### config.mk
export PLATFORM = sky130hd
export DESIGN_NAME = proc_ni
export DESIGN_NICKNAME = d
export VERILOG_FILES = /design/src/rtl/proc_ni_pkg.sv /design/src/rtl/proc_ni_fifo.sv /design/src/rtl/proc_ni.sv
export SDC_FILE = /design/constraint.sdc
export NUM_CORES = 1
export LEC_CHECK = 0
export ABC_AREA = 1
export BUFFER_PORTS_ARGS = -buffer_cell sky130_fd_sc_hd__buf_4
export CORE_MARGIN = 4
export CORE_UTILIZATION = 44
export CTS_BUF_LIST = sky130_fd_sc_hd__clkbuf_8
export DETAILED_ROUTE_END_ITERATION = 6
export GPL_TIMING_DRIVEN = 0
export PLACE_DENSITY_LB_ADDON = 0.25
export SETUP_SLACK_MARGIN = 0.3
export SLEW_MARGIN = 20
export SYNTH_ARGS = -nofsm -noshare
export SYNTH_HDL_FRONTEND = slang
export SYNTH_SLANG_ARGS = --single-unit
export TNS_END_PERCENT = 100
### constraint.sdc
create_clock -name clk -period 2.63 [get_ports clk]
set_input_delay 0.526 -clock clk [delete_from_list [all_inputs] [get_ports clk]]
set_output_delay 0.526 -clock clk [all_outputs]
set_load 0.01 [all_outputs]
### src/rtl/proc_ni_pkg.sv
// proc_ni_pkg: shared flit type codes, flit width helper and FSM state enums
// for the processor-side network interface.
// Ports: none (package).
package proc_ni_pkg;

  localparam logic [1:0] FLIT_HEAD = 2'b01;
  localparam logic [1:0] FLIT_TAIL = 2'b10;

  // A flit carries a 2-bit type code above the payload word.
  function automatic int flit_w(input int data_w);
    return data_w + 2;
  endfunction

  typedef enum logic {T_HEAD, T_TAIL} tx_state_t;
  typedef enum logic {R_HEAD, R_TAIL} rx_state_t;

endpackage

### src/rtl/proc_ni_fifo.sv
// proc_ni_fifo: synchronous FIFO with full/empty/count; front is the oldest entry.
// Ports: clk/rst (async active-high), push/push_data, pop, front, full, empty, count.
// A push while full and a pop while empty are ignored.
module proc_ni_fifo #(
  parameter int WIDTH = 34,
  parameter int DEPTH = 4
) (
  input  logic                     clk,
  input  logic                     rst,
  input  logic                     push,
  input  logic [WIDTH-1:0]         push_data,
  input  logic                     pop,
  output logic [WIDTH-1:0]         front,
  output logic                     full,
  output logic                     empty,
  output logic [$clog2(DEPTH):0]   count
);

  localparam int PW = $clog2(DEPTH);

  logic [WIDTH-1:0] mem [DEPTH];
  logic [PW-1:0]    wr_ptr;
  logic [PW-1:0]    rd_ptr;
  logic             do_push;
  logic             do_pop;

  assign full    = (count == (PW+1)'(DEPTH));
  assign empty   = (count == '0);
  assign do_push = push && !full;
  assign do_pop  = pop && !empty;
  assign front   = mem[rd_ptr];

  // Storage needs no reset; validity is tracked by count.
  always_ff @(posedge clk) begin
    if (do_push) begin
      mem[wr_ptr] <= push_data;
    end
  end

  // Pointers wrap naturally because DEPTH is a power of two.
  always_ff @(posedge clk or posedge rst) begin
    if (rst) begin
      wr_ptr <= '0;
      rd_ptr <= '0;
      count  <= '0;
    end else begin
      if (do_push) wr_ptr <= wr_ptr + 1'b1;
      if (do_pop)  rd_ptr <= rd_ptr + 1'b1;
      case ({do_push, do_pop})
        2'b10:   count <= count + 1'b1;
        2'b01:   count <= count - 1'b1;
        default: count <= count;
      endcase
    end
  end

endmodule

### src/rtl/proc_ni.sv
// proc_ni: MIPS-side NoC interface. Outbound words are buffered and sent as
// head+tail packets; inbound head+tail packets become one word with valid/ready.
// Ports: clk, rst; proc_valid/dest_add/NI_in/mips_ni (outbound from CPU);
// data_valid/wd_NI/rx_src/proc_ready_in (inbound to CPU); tx_flit/tx_valid/tx_ready
// and rx_flit/rx_valid/rx_ready (router local port); err_cnt (malformed flits).
module proc_ni
  import proc_ni_pkg::*;
#(
  parameter int DATA_W     = 32,
  parameter int ADDR_W     = 2,
  parameter int NODE_ID    = 0,
  parameter int FIFO_DEPTH = 4
) (
  input  logic              clk,
  input  logic              rst,
  input  logic              proc_valid,
  input  logic [ADDR_W-1:0] dest_add,
  input  logic [DATA_W-1:0] NI_in,
  output logic              mips_ni,
  output logic              data_valid,
  output logic [DATA_W-1:0] wd_NI,
  output logic [ADDR_W-1:0] rx_src,
  input  logic              proc_ready_in,
  output logic [DATA_W+1:0] tx_flit,
  output logic              tx_valid,
  input  logic              tx_ready,
  input  logic [DATA_W+1:0] rx_flit,
  input  logic              rx_valid,
  output logic              rx_ready,
  output logic [7:0]        err_cnt
);

  localparam int                FW     = flit_w(DATA_W);
  localparam int                EW     = ADDR_W + DATA_W;
  localparam logic [ADDR_W-1:0] SRC_ID = ADDR_W'(NODE_ID);

  // ---------------- outbound path ----------------
  logic                     fifo_push;
  logic                     fifo_pop;
  logic [EW-1:0]            fifo_front;
  logic                     fifo_full;
  logic                     fifo_empty;
  logic [$clog2(FIFO_DEPTH):0] unused_fifo_count;
  logic [ADDR_W-1:0]        front_dest;
  logic [DATA_W-1:0]        front_data;
  logic [FW-1:0]            head_flit;
  logic [FW-1:0]            tail_flit;
  tx_state_t                tx_state;
  tx_state_t                tx_next;

  assign mips_ni   = !fifo_full;
  assign fifo_push = proc_valid && mips_ni;

  proc_ni_fifo #(
    .WIDTH (EW),
    .DEPTH (FIFO_DEPTH)
  ) u_tx_fifo (
    .clk       (clk),
    .rst       (rst),
    .push      (fifo_push),
    .push_data ({dest_add, NI_in}),
    .pop       (fifo_pop),
    .front     (fifo_front),
    .full      (fifo_full),
    .empty     (fifo_empty),
    .count     (unused_fifo_count)
  );

  assign front_dest = fifo_front[EW-1 -: ADDR_W];
  assign front_data = fifo_front[DATA_W-1:0];
  assign head_flit  = {FLIT_HEAD, {(DATA_W-2*ADDR_W){1'b0}}, SRC_ID, front_dest};
  assign tail_flit  = {FLIT_TAIL, front_data};

  // The FIFO front is only popped after the tail is taken, so the flit being
  // offered cannot change while the router stalls it.
  always_comb begin
    tx_next  = tx_state;
    tx_valid = 1'b0;
    tx_flit  = head_flit;
    fifo_pop = 1'b0;
    case (tx_state)
      T_HEAD: begin
        tx_valid = !fifo_empty;
        if (!fifo_empty && tx_ready) tx_next = T_TAIL;
      end
      T_TAIL: begin
        tx_valid = 1'b1;
        tx_flit  = tail_flit;
        if (tx_ready) begin
          fifo_pop = 1'b1;
          tx_next  = T_HEAD;
        end
      end
    endcase
  end

  always_ff @(posedge clk or posedge rst) begin
    if (rst) tx_state <= T_HEAD;
    else     tx_state <= tx_next;
  end

  // ---------------- inbound path ----------------
  rx_state_t         rx_state;
  rx_state_t         rx_next;
  logic [1:0]        rx_type;
  logic              rx_acc;
  logic              latch_src;
  logic              load_word;
  logic              err_inc;
  logic [ADDR_W-1:0] pend_src;

  assign rx_type = rx_flit[FW-1 -: 2];
  // While waiting for a tail, only take it if the output slot is free or
  // being drained this cycle; heads are always accepted.
  assign rx_ready = (rx_state == R_HEAD) ? 1'b1 : (!data_valid || proc_ready_in);
  assign rx_acc   = rx_valid && rx_ready;

  always_comb begin
    rx_next   = rx_state;
    latch_src = 1'b0;
    load_word = 1'b0;
    err_inc   = 1'b0;
    case (rx_state)
      R_HEAD: begin
        if (rx_acc) begin
          if (rx_type == FLIT_HEAD) begin
            latch_src = 1'b1;
            rx_next   = R_TAIL;
          end else begin
            err_inc = 1'b1;
          end
        end
      end
      R_TAIL: begin
        if (rx_acc) begin
          if (rx_type == FLIT_TAIL) begin
            load_word = 1'b1;
            rx_next   = R_HEAD;
          end else if (rx_type == FLIT_HEAD) begin
            // A new head abandons the packet in progress.
            latch_src = 1'b1;
            err_inc   = 1'b1;
          end else begin
            err_inc = 1'b1;
          end
        end
      end
    endcase
  end

  always_ff @(posedge clk or posedge rst) begin
    if (rst) begin
      rx_state   <= R_HEAD;
      pend_src   <= '0;
      data_valid <= 1'b0;
      wd_NI      <= '0;
      rx_src     <= '0;
      err_cnt    <= '0;
    end else begin
      rx_state <= rx_next;
      if (latch_src) pend_src <= rx_flit[2*ADDR_W-1:ADDR_W];
      if (load_word) begin
        data_valid <= 1'b1;
        wd_NI      <= rx_flit[DATA_W-1:0];
        rx_src     <= pend_src;
      end else if (proc_ready_in) begin
        data_valid <= 1'b0;
      end
      if (err_inc && (err_cnt != 8'hFF)) err_cnt <= err_cnt + 1'b1;
    end
  end

endmodule

==> flow_summary.toml <==
[clock_tree]
cts_tree = "yes"
cts_htree_levels = 4
clock_latency_ps = 450
cts_buffer_depth = 2
clkSlewWorstSetupHoldPaths_ps = 90
clk_root_buffer_cell = "sky130_fd_sc_hd__clkbuf_8"
clock_sink_count = 190
holdBufCountCts = 0
tritoncts.num_buffers = 17

[synthesis]
synth-edff-count = 136
synth_area_um2 = 7780
post_synth.cell_area_avg_um2 = 11.1
synth_cell_types = 31
mappedNetlistNets = 779
post_synth_inst_count = 698
synth.yosys.seq_area_share = 0.699
synth_flop_cell = "sky130_fd_sc_hd__edfxtp_1"
synth_warnings = 0
netlist_top_cells_area = "sky130_fd_sc_hd__edfxtp_1 (52%), sky130_fd_sc_hd__dfrtp_1 (17%), sky130_fd_sc_hd__nand2_1 (7.0%)"
count_leader_synth = "sky130_fd_sc_hd__nand2_1"
synth-xor-area-share = 0.00788
synth-simple-area-share = 0.170
post_synth_mux_area_share = 0
synth_largest_type_area_fraction = 0.525
synth-adder-area-share = 0.0122
main_combinational_cell_family_by_area_after_synthesis = "simple AND/OR/NAND/NOR gates"
synth_compound_gate_area_share = 0.0720
yosys_register_bits = 190
synth_area_leader_cell = "sky130_fd_sc_hd__edfxtp_1"
ys_async_sr_fraction = 0.284
synthTopCellsByCount = "sky130_fd_sc_hd__nand2_1 (145), sky130_fd_sc_hd__nor2_1 (143), sky130_fd_sc_hd__edfxtp_1 (136), sky130_fd_sc_hd__o21ai_0 (79), sky130_fd_sc_hd__dfrtp_1 (54)"

[critical_path]
worst_r2r_endpoint = "u_tx_fifo.count[2]"
crit_path_max_fanout = 9
worstPathArrival_ps = 1820
data_required_time_of_the_worst_path_ps = 2100
end_kind = "output port"
setup.reg_to_reg.worst_slack_ps = 540
reg2reg_from = "u_tx_fifo.count[1]"
crit_path_start_kind = "flop"
crit_type = "reg -> out"
r2r.worst_path.cells = 9

[timing]
max_freq_mhz = 427
hold_viol = 0
drv_slew = 0
setup_violations = 0
worst_pin_slew_ps = 673
final_min_period_over_clock_period = 0.891
finalHoldWorstSlack_ps = 167
setup_repair_after_global_routing_missed_its_margin = "yes"
timing.max_slew.rel_slack = 0.551
finalClockSkew_ps = 6.14
finalWorstPathRequiredPeriod_ps = 2340
tns_ps = 0

[run_status]
status = "finished, final reports clean"

[min_path]
hp-class = "in -> async"

[global_route]
globalRouteTotalUtil = 0.172
grt_util_met2 = 0.278
grt_use_met1 = 0.221
grt_pass1_vias = 5159
grt_max_degree = 55
grt_busiest_layer = "met2"
grt_first_pass_wirelength_um = 26400
grt_use_met3 = 0.0563
grt_antenna_before_repair = 0
global_route.overflow_total = 0

[cells_and_area]
synthToLayoutAreaGrowth_pct = 26.7
finish.net_count = 958
layout.core_utilization = 0.570
num_antenna_cells = 0
proportion_of_layout_cells_with_a_drive_suffix_above_1 = 0.283
instances_no_fill = 1115
fillerInstances = 1454

[routing]
drc = 0
route.detailed.wl_per_inst_um = 15.1
number_of_detailed_routing_iterations_run_before_antenna_repair = 5
drt_iter0_markers = 235
ant_nets = 0
routed_wl_um = 16900
viasPerCell = 4.78
vias = 5332

[floorplanning]
die_h_um = 141
core_region_area_um2 = 17300
initial_core_util = 0.450
die_width_um = 141
rows = 48
dieArea_um2 = 19900
pin_count = 154

[power]
ir_worst_vdd_mv = 0.451
power_density_nw_per_um2 = 1040
leakage_uw = 0.00418

[job]
maxCapViolCount = 0

[place]
post-dp-hpwl_um = 11200
gp_congestion = 0.732
port-buffer-count = 153
numPlacedInstances = 1080
## power by group
part | total [uW] | switching (uW) | internal [uW]
logic | 4250 | 2400 | 1850
registers | 4270 | 306 | 3960
clock network | 1740 | 995 | 744
## layout make-up
class	instances	area (um2)	area share
well taps	225	282	0.0286
clock inverters	15	121	0.0123
flip-flops and latches	190	5440	0.552
clock buffers	17	234	0.0237
multi-input cells	448	2080	0.211
inverters	28	119	0.0121
repair buffers	160	1290	0.131
plain buffers	32	294	0.0298
## critical path, stage by stage (launching register included)
cell,delay [ps]
sky130_fd_sc_hd__dfrtp_1,350
sky130_fd_sc_hd__buf_6,140
sky130_fd_sc_hd__inv_4,50
sky130_fd_sc_hd__buf_8,140
sky130_fd_sc_hd__buf_8,130
sky130_fd_sc_hd__buf_4,130
sky130_fd_sc_hd__o21ai_0,180
sky130_fd_sc_hd__a21oi_1,90
sky130_fd_sc_hd__buf_4,150
## sequential cells by signal, summed over array words and instances (netlist names)
register and count:
u_tx_fifo.count 3, err_cnt 8, u_tx_fifo.rd_ptr 2, pend_src 2, data_valid 1, u_tx_fifo.wr_ptr 2
rx_src 2, wd_NI 32, u_tx_fifo.mem 136, rx_state 1, tx_state 1
## logic make-up (layout without fill, tap and decap cells)
| logic type | count (synthesis) | after routing |
|---|---|---|
| compound gates | 112 | 112 |
| buf+inv | 60 | 252 |
| xor+xnor | 7 | 7 |
| flops | 190 | 190 |
| fa+ha+maj | 7 | 7 |
| simple gates | 322 | 322 |
## how the worst max path moves through the flow
stage                        startpoint              endpoint  cells past startpoint
floorplan            u_tx_fifo.count[0]   u_tx_fifo.mem[0][0]                      4
global route        u_tx_fifo.rd_ptr[0]            tx_flit[2]                      7
global placement             proc_valid  u_tx_fifo.mem[1][21]                      3
CTS                 u_tx_fifo.rd_ptr[0]           tx_flit[28]                      7
detailed placement   u_tx_fifo.count[1]    u_tx_fifo.count[2]                      9
finish              u_tx_fifo.rd_ptr[0]           tx_flit[12]                      8
## per-stage QoR
stage / worst slack [ps] / instance area [um2] / total power, uW
final: 288 / 9860 / 10300
after global routing: 176 / 9860 / 11000
after CTS: 280 / 9830 / 10300
after detailed placement: 328 / 9350 / 8360
after global placement: -1220 / 9210 / 8210
after floorplan: -14.2 / 7780 / 6490
## per-layer routing
layer  part of all wire  vias up
met5                  0        -
met4              0.016        0
met3              0.091       24
met2               0.47      186
met1               0.42     2439
li1                   -     2683
## placed cells by master, fill, tap and decap left out, types with 3 or more instances in the layout
master                     Yosys  final
sky130_fd_sc_hd__a21oi_1      33     32
sky130_fd_sc_hd__buf_12        1      3
sky130_fd_sc_hd__buf_16        0      3
sky130_fd_sc_hd__buf_4         4    165
sky130_fd_sc_hd__buf_6         4      5
sky130_fd_sc_hd__clkbuf_2      2      3
sky130_fd_sc_hd__clkbuf_4      0      8
sky130_fd_sc_hd__clkbuf_8      0     18
sky130_fd_sc_hd__clkinv_2      0      6
sky130_fd_sc_hd__dfrtp_1      54     53
sky130_fd_sc_hd__edfxtp_1    136    136
sky130_fd_sc_hd__ha_1          6      6
sky130_fd_sc_hd__inv_1        25     24
sky130_fd_sc_hd__inv_6         0      3
sky130_fd_sc_hd__nand2_1     145    144
sky130_fd_sc_hd__nand2_2       9     10
sky130_fd_sc_hd__nand3_1      15     15
sky130_fd_sc_hd__nor2_1      143    138
sky130_fd_sc_hd__nor2_4        1      5
sky130_fd_sc_hd__o21ai_0      79     73
sky130_fd_sc_hd__o21ai_1       0      6
sky130_fd_sc_hd__xnor2_1       4      4
sky130_fd_sc_hd__xor2_1        3      3
## timing repair
item | in CTS | in global routing
pin swaps | 2 | 4
hold endpoints to repair | 0 | 0
setup endpoints to repair | 33 | 33
setup buffers | 1 | 1
gates cloned | 1 | 0
resized for setup | 37 | 17
Note: power is estimated with default switching activity, not from simulation.
